--- src/rtl/inv_mixcolumns_iter_if.sv ---
// Stream interface for the iterative InvMixColumns unit: input state handshake,
// output state handshake and a busy indicator.
interface inv_mixcolumns_iter_if;
  logic         in_valid;
  logic         in_ready;
  logic [127:0] data;
  logic         out_valid;
  logic         out_ready;
  logic [127:0] out;
  logic         busy;

  modport master (
    output in_valid, data, out_ready,
    input  in_ready, out_valid, out, busy
  );

  modport slave (
    input  in_valid, data, out_ready,
    output in_ready, out_valid, out, busy
  );
endinterface

--- src/rtl/inv_mixcolumns_iter.sv ---
// Iterative AES InvMixColumns: one shared column multiplier walks columns 0..3
// of the held state, then the result is offered on the output handshake.
module inv_mixcolumns_iter (
  input  logic                  clk,
  input  logic                  rst,
  inv_mixcolumns_iter_if.slave  bus
);

  localparam logic [1:0] IDLE = 2'd0;
  localparam logic [1:0] RUN  = 2'd1;
  localparam logic [1:0] DONE = 2'd2;

  logic [1:0]   fsm_r;
  logic [1:0]   cnt_r;
  logic [127:0] state_r;
  logic [31:0]  col_sel_s;
  logic [31:0]  col_res_s;
  logic [127:0] state_next_s;

  function automatic logic [7:0] xt(input logic [7:0] b);
    xt = {b[6:0], 1'b0} ^ (b[7] ? 8'h1B : 8'h00);
  endfunction

  function automatic logic [31:0] inv_col(input logic [31:0] w);
    logic [7:0] a [4];
    logic [7:0] m9 [4];
    logic [7:0] mb [4];
    logic [7:0] md [4];
    logic [7:0] me [4];
    logic [7:0] x2, x4, x8;
    for (int i = 0; i < 4; i++) begin
      a[i]  = w[31 - 8*i -: 8];
      x2    = xt(a[i]);
      x4    = xt(x2);
      x8    = xt(x4);
      m9[i] = x8 ^ a[i];
      mb[i] = x8 ^ x2 ^ a[i];
      md[i] = x8 ^ x4 ^ a[i];
      me[i] = x8 ^ x4 ^ x2;
    end
    inv_col = {me[0] ^ mb[1] ^ md[2] ^ m9[3],
               m9[0] ^ me[1] ^ mb[2] ^ md[3],
               md[0] ^ m9[1] ^ me[2] ^ mb[3],
               mb[0] ^ md[1] ^ m9[2] ^ me[3]};
  endfunction

  // Select the column addressed by cnt; column 0 lives in the top word.
  always_comb begin
    col_sel_s = 32'h0000_0000;
    case (cnt_r)
      2'd0:    col_sel_s = state_r[127:96];
      2'd1:    col_sel_s = state_r[95:64];
      2'd2:    col_sel_s = state_r[63:32];
      2'd3:    col_sel_s = state_r[31:0];
      default: col_sel_s = 32'h0000_0000;
    endcase
  end

  assign col_res_s = inv_col(col_sel_s);

  // Write the transformed column back into its own slot.
  always_comb begin
    state_next_s = state_r;
    case (cnt_r)
      2'd0:    state_next_s[127:96] = col_res_s;
      2'd1:    state_next_s[95:64]  = col_res_s;
      2'd2:    state_next_s[63:32]  = col_res_s;
      2'd3:    state_next_s[31:0]   = col_res_s;
      default: state_next_s = state_r;
    endcase
  end

  // Control FSM, column counter and state register.
  always_ff @(posedge clk) begin
    if (rst) begin
      fsm_r   <= IDLE;
      cnt_r   <= 2'd0;
      state_r <= 128'd0;
    end else begin
      case (fsm_r)
        IDLE: begin
          if (bus.in_valid) begin
            state_r <= bus.data;
            cnt_r   <= 2'd0;
            fsm_r   <= RUN;
          end
        end
        RUN: begin
          state_r <= state_next_s;
          cnt_r   <= cnt_r + 2'd1;
          if (cnt_r == 2'd3) begin
            fsm_r <= DONE;
          end
        end
        DONE: begin
          // A stalled consumer freezes the result regardless of new input.
          if (bus.out_ready) begin
            if (bus.in_valid) begin
              state_r <= bus.data;
              cnt_r   <= 2'd0;
              fsm_r   <= RUN;
            end else begin
              fsm_r <= IDLE;
            end
          end
        end
        default: begin
          fsm_r <= IDLE;
          cnt_r <= 2'd0;
        end
      endcase
    end
  end

  assign bus.in_ready  = (fsm_r == IDLE) || ((fsm_r == DONE) && bus.out_ready);
  assign bus.out_valid = (fsm_r == DONE);
  assign bus.busy      = (fsm_r == RUN);
  assign bus.out       = state_r;

endmodule

--- src/flat_wrapper.sv ---
// flat-port wrapper written by rule: the top's interface ports become plain ports
module inv_mixcolumns_iter_flat 
  (clk, rst, bus_in_valid, bus_data, bus_out_ready, bus_in_ready, bus_out_valid, bus_out, bus_busy);
  inv_mixcolumns_iter_if bus_i ();
  input  logic clk;
  input  logic rst;
  input wire logic [$bits(bus_i.in_valid)-1:0] bus_in_valid;
  input wire logic [$bits(bus_i.data)-1:0] bus_data;
  input wire logic [$bits(bus_i.out_ready)-1:0] bus_out_ready;
  output wire logic [$bits(bus_i.in_ready)-1:0] bus_in_ready;
  output wire logic [$bits(bus_i.out_valid)-1:0] bus_out_valid;
  output wire logic [$bits(bus_i.out)-1:0] bus_out;
  output wire logic [$bits(bus_i.busy)-1:0] bus_busy;
  assign bus_i.in_valid = bus_in_valid;
  assign bus_i.data = bus_data;
  assign bus_i.out_ready = bus_out_ready;
  assign bus_in_ready = bus_i.in_ready;
  assign bus_out_valid = bus_i.out_valid;
  assign bus_out = bus_i.out;
  assign bus_busy = bus_i.busy;
  inv_mixcolumns_iter u_core (.clk(clk), .rst(rst), .bus(bus_i));
endmodule
--- config.mk ---
export PLATFORM = sky130hd
export DESIGN_NAME = inv_mixcolumns_iter_flat
export DESIGN_NICKNAME = d
export VERILOG_FILES = /design/src/rtl/inv_mixcolumns_iter_if.sv /design/src/rtl/inv_mixcolumns_iter.sv /design/src/flat_wrapper.sv
export SDC_FILE = /design/constraint.sdc
export NUM_CORES = 1
export LEC_CHECK = 0
export CORE_MARGIN = 2
export CORE_UTILIZATION = 49
export CTS_CLUSTER_DIAMETER = 100
export DETAILED_ROUTE_END_ITERATION = 8
export HOLD_SLACK_MARGIN = 0.12
export PLACE_DENSITY = 0.82
export RECOVER_POWER = 100
export SLEW_MARGIN = 20
export SYNTH_ARGS = -nofsm -noshare
export SYNTH_HDL_FRONTEND = slang
export SYNTH_SLANG_ARGS = --single-unit
--- constraint.sdc ---
create_clock -name clk -period 4.39 [get_ports clk]
set_input_delay 0.878 -clock clk [delete_from_list [all_inputs] [get_ports clk]]
set_output_delay 0.878 -clock clk [all_outputs]
set_load 0.01 [all_outputs]
==> results.sh <==
export IMPL_outcome="finished with violations"
export IMPL_violations="max-capacitance violations, max-slew violations"
export IMPL_diodes=0
export IMPL_fin_crit_ns=4.10
export IMPL_synth_edf_count=0
export IMPL_rsz0062_at_grt="no"
export IMPL_drtPass1Iterations=7
export IMPL_crit_path_top_delay_cell="a222oi_1"
export IMPL_min_from="u_core.bus.out[95]$_SDFFE_PP0P_"
export IMPL_nets=1451
export IMPL_clockRootBuffer="clkbuf_16"
export IMPL_die_y_um=140
export IMPL_start_util_pct=50.0
export IMPL_grt_overflow=0
export IMPL_netlist_instances=1072
export IMPL_path_clk_slew_ns=0.06
export IMPL_nFillCells=1493
export IMPL_holdPathEnd="u_core.bus.out[95]$_SDFFE_PP0P_"
export IMPL_yosysWarnings=0
export IMPL_internal_power_uw=6620
export IMPL_crit_chain="inv_1, ha_1, buf_4, a222oi_1, a21oi_1, xnor2_1, xnor3_1, xnor2_1, xnor2_1, nor2_1, o31ai_1"
export IMPL_endpoint_kind="flip-flop"
export IMPL_cp_top_family="XOR/XNOR gates"
export IMPL_insertion_delay_ns=0.43
export IMPL_worst_pin_slew_ns=2.63
export IMPL_whs_path_depth=2
export IMPL_clock_sinks=132
export IMPL_post_cts_resized=0
export IMPL_port_buffers=262
export IMPL_drcViolationCount=0
export IMPL_cp_max_fo=17
export IMPL_swShare_pct=46.2
export IMPL_area_growth_syn_to_layout_pct=38.3
export IMPL_cp_common_cell="xnor2_1"
export IMPL_ant_nets=0
export IMPL_drv_slew=157
export IMPL_grt_max_degree=103
export IMPL_die_area_mm2=0.0195
export IMPL_final_setup_tns_ns=0
export IMPL_wire_per_inst_um=22.6
export IMPL_yosysSeqAreaShare_pct=29.3
export IMPL_setup_viol=0
export IMPL_netSwitchingPower_uw=5690
export IMPL_synth_nets=1208
export IMPL_viasPerCell=6.10
export IMPL_relSlewSlack_pct=-75.3
export IMPL_htree_levels=4
export IMPL_ys_types=48
export IMPL_hold_path_class="flip-flop to flip-flop"
export IMPL_hold_viol_final=0
export IMPL_seqPwrFrac_pct=16.8
export IMPL_peakVddDrop_mv=0.640
export IMPL_grt_total_usage_pct=34.8
export IMPL_crit_path_start_kind="flip-flop"
export IMPL_antenna_found_initial=0
export IMPL_routabilityCongestion=1.04
export IMPL_hold_slack_ns=0.475
export IMPL_ios=263
export IMPL_fmax_mhz=244
export IMPL_drt_iter0_drc=1258
export IMPL_wirelength_um=35200
export IMPL_die_x_um=140
export IMPL_numCtsBuffers=17
export IMPL_p_total_uw=12300
export IMPL_synth_cell_area_mm2=0.00902
export IMPL_drive_above_1_share_pct=9.57
export IMPL_grt_first_pass_wirelength_um=53100
export IMPL_arrival_ns=4.43
export IMPL_path_class="flip-flop to flip-flop"
export IMPL_worstReg2RegEnd="u_core.bus.out[34]$_SDFFE_PP0P_"
export IMPL_period_share_pct=93.5
export IMPL_rows=49
export IMPL_synthFlopType="dfxtp_1"
export IMPL_grt_pass1_vias=9176
export IMPL_cts_max_path_buffers=2
export IMPL_async_flop_share_pct=0
export IMPL_p_comb_share_pct=70.9
export IMPL_post_cts_buffers=0
export IMPL_avgSynthCellArea_um2=8.41
export IMPL_cts_tree="built"
export IMPL_hold_buffers=0
export IMPL_dpl_hpwl_um=26000
export IMPL_r2r_start="u_core.cnt_r[1]$_SDFFE_PP0P_"
export IMPL_maxCapViolations=2
export IMPL_ff2ff_path_depth=11
export IMPL_max_stage_delay_ns=0.59
export IMPL_r2r_slack_ns=0.29
export IMPL_powerDensity_mw_per_mm2=988
export IMPL_leakage_uw=0.00506
export IMPL_pwr_share_clk_pct=12.2
export IMPL_post_route_util_pct=69.2
export IMPL_ys_seq_elements=132
export IMPL_critPathRequiredTime_ns=4.72
export IMPL_core_mm2=0.0180
export IMPL_finalClockSkew_ns=0.0102
export IMPL_vias=9493
export IMPL_critPathBufInv=2
[layout make-up]
cell class                 count  area, µm²  area share, %
timing repair buffer         312       2970           23.8
clock buffer                  20        467           3.74
sequential                   132       2640           21.2
inverter                       8       30.0          0.241
tap                          229        287           2.30
clock inverter                11        149           1.19
multi-input combinational    844       5920           47.5
[per-stage QoR]
stage          setup WS, ns  instances  cell area [µm²]
6_report              0.287       1556            12500
5_1_grt               0.145       1556            12500
4_1_cts               0.462       1555            12500
3_5_place_dp          0.561       1524            11900
3_3_place_gp          0.620       1524            11900
2_1_floorplan          1.09       1072             9020
[power by group through the flow]
stage          clock network, µW  logic [µW]  registers, µW
2_1_floorplan                  0        6050           2070
3_3_place_gp                   0        8670           2100
3_5_place_dp                   0        8730           2090
4_1_cts                     1500        8820           2070
5_1_grt                     1550        9240           2110
6_report                    1510        8740           2070
[worst reg2reg max path, cell delays in order, from the launching register on]
cell and delay (ns):
dfxtp_1 0.41, inv_1 0.09, ha_1 0.46, buf_4 0.33
a222oi_1 0.60, a21oi_1 0.32, xnor2_1 0.42, xnor3_1 0.49
xnor2_1 0.27, xnor2_1 0.15, nor2_1 0.11, o31ai_1 0.36
[worst max path at each step]
stage	start	endpoint	cells after the start
4_1_cts	u_core.cnt_r[1]$_SDFFE_PP0P_	u_core.bus.out[3]$_SDFFE_PP0P_	11
5_1_grt	u_core.cnt_r[1]$_SDFFE_PP0P_	u_core.bus.out[48]$_SDFFE_PP0P_	11
6_report	u_core.cnt_r[1]$_SDFFE_PP0P_	u_core.bus.out[34]$_SDFFE_PP0P_	11
3_5_place_dp	u_core.cnt_r[1]$_SDFFE_PP0P_	u_core.bus.out[98]$_SDFFE_PP0P_	11
3_3_place_gp	u_core.cnt_r[1]$_SDFFE_PP0P_	u_core.bus.out[18]$_SDFFE_PP0P_	11
2_1_floorplan	u_core.cnt_r[0]$_SDFFE_PP0P_	u_core.bus.out[3]$_SDFFE_PP0P_	11
[sequential cells by signal, indices dropped and copies added, names as in the netlist]
name	cells
u_core.bus.out	128
u_core.fsm_r	2
u_core.cnt_r	2
[synthesized netlist by cell type, types with 2 or more instances]
cell | n | share of area, %
mux2i_1 | 15 | 1.7
o21ai_1 | 3 | 0.17
and3_1 | 26 | 1.8
clkbuf_1 | 60 | 2.5
o22ai_1 | 24 | 1.7
nor2_1 | 68 | 2.8
xor2_1 | 51 | 5.0
xnor2_1 | 165 | 16
a21oi_1 | 148 | 8.2
nand2b_1 | 2 | 0.14
a222oi_1 | 32 | 3.6
buf_1 | 10 | 0.42
o221a_2 | 32 | 4.0
a22o_1 | 4 | 0.39
buf_4 | 7 | 0.58
o32ai_1 | 4 | 0.39
buf_2 | 6 | 0.33
o21ai_2 | 3 | 0.29
o211ai_1 | 12 | 1.0
xnor3_1 | 15 | 3.7
o31ai_2 | 3 | 0.42
dfxtp_1 | 132 | 29
nor2b_1 | 20 | 1.4
o21a_1 | 4 | 0.33
o31ai_1 | 8 | 0.67
xnor2_4 | 2 | 0.61
xor3_1 | 3 | 0.79
a21oi_2 | 5 | 0.49
inv_1 | 6 | 0.25
buf_6 | 4 | 0.50
nand2_1 | 122 | 5.1
nor2_2 | 3 | 0.21
a41oi_1 | 4 | 0.39
ha_1 | 4 | 0.55
o21ai_0 | 52 | 2.9
[metal layers]
metal | up-vias | GRT usage (%) | part of all wire [%]
li1 | 4294 | - | -
met5 | - | 0 | 0
met1 | 4532 | 47.3 | 41
met2 | 586 | 56.0 | 47
met4 | 0 | 12.5 | 3.2
met3 | 81 | 5.85 | 9.4
[cell families after synthesis]
| kind of cell | synth area share [%] |
|---|---|
| adder cells (fa/ha/maj) | 0.555 |
| flip-flops | 29.3 |
| XOR/XNOR | 26.5 |
| AND/OR/NAND/NOR | 11.7 |
| AO/OA/AOI/OAI | 25.3 |
| buffers and inverters | 4.77 |
| multiplexers | 1.91 |
[layout by cell type, fill, tap and decap left out, types with 5 or more instances in the layout]
cell               n
o21ai_2            6
a222oi_1          32
dfxtp_1          132
buf_4             43
dlygate4sd3_1    131
clkbuf_1           5
xnor3_1           15
nor2b_1           20
o211ai_1          12
a21oi_1          149
inv_1              5
o21ai_0           50
o31ai_1           11
nand2_1          122
clkbuf_16         17
o22ai_1           24
clkdlybuf4s50_1  131
xor2_1            51
xnor2_1          165
mux2i_1           15
and3_1            26
o221a_2           32
nor2_1            71
(Power assumes the default switching activity.)
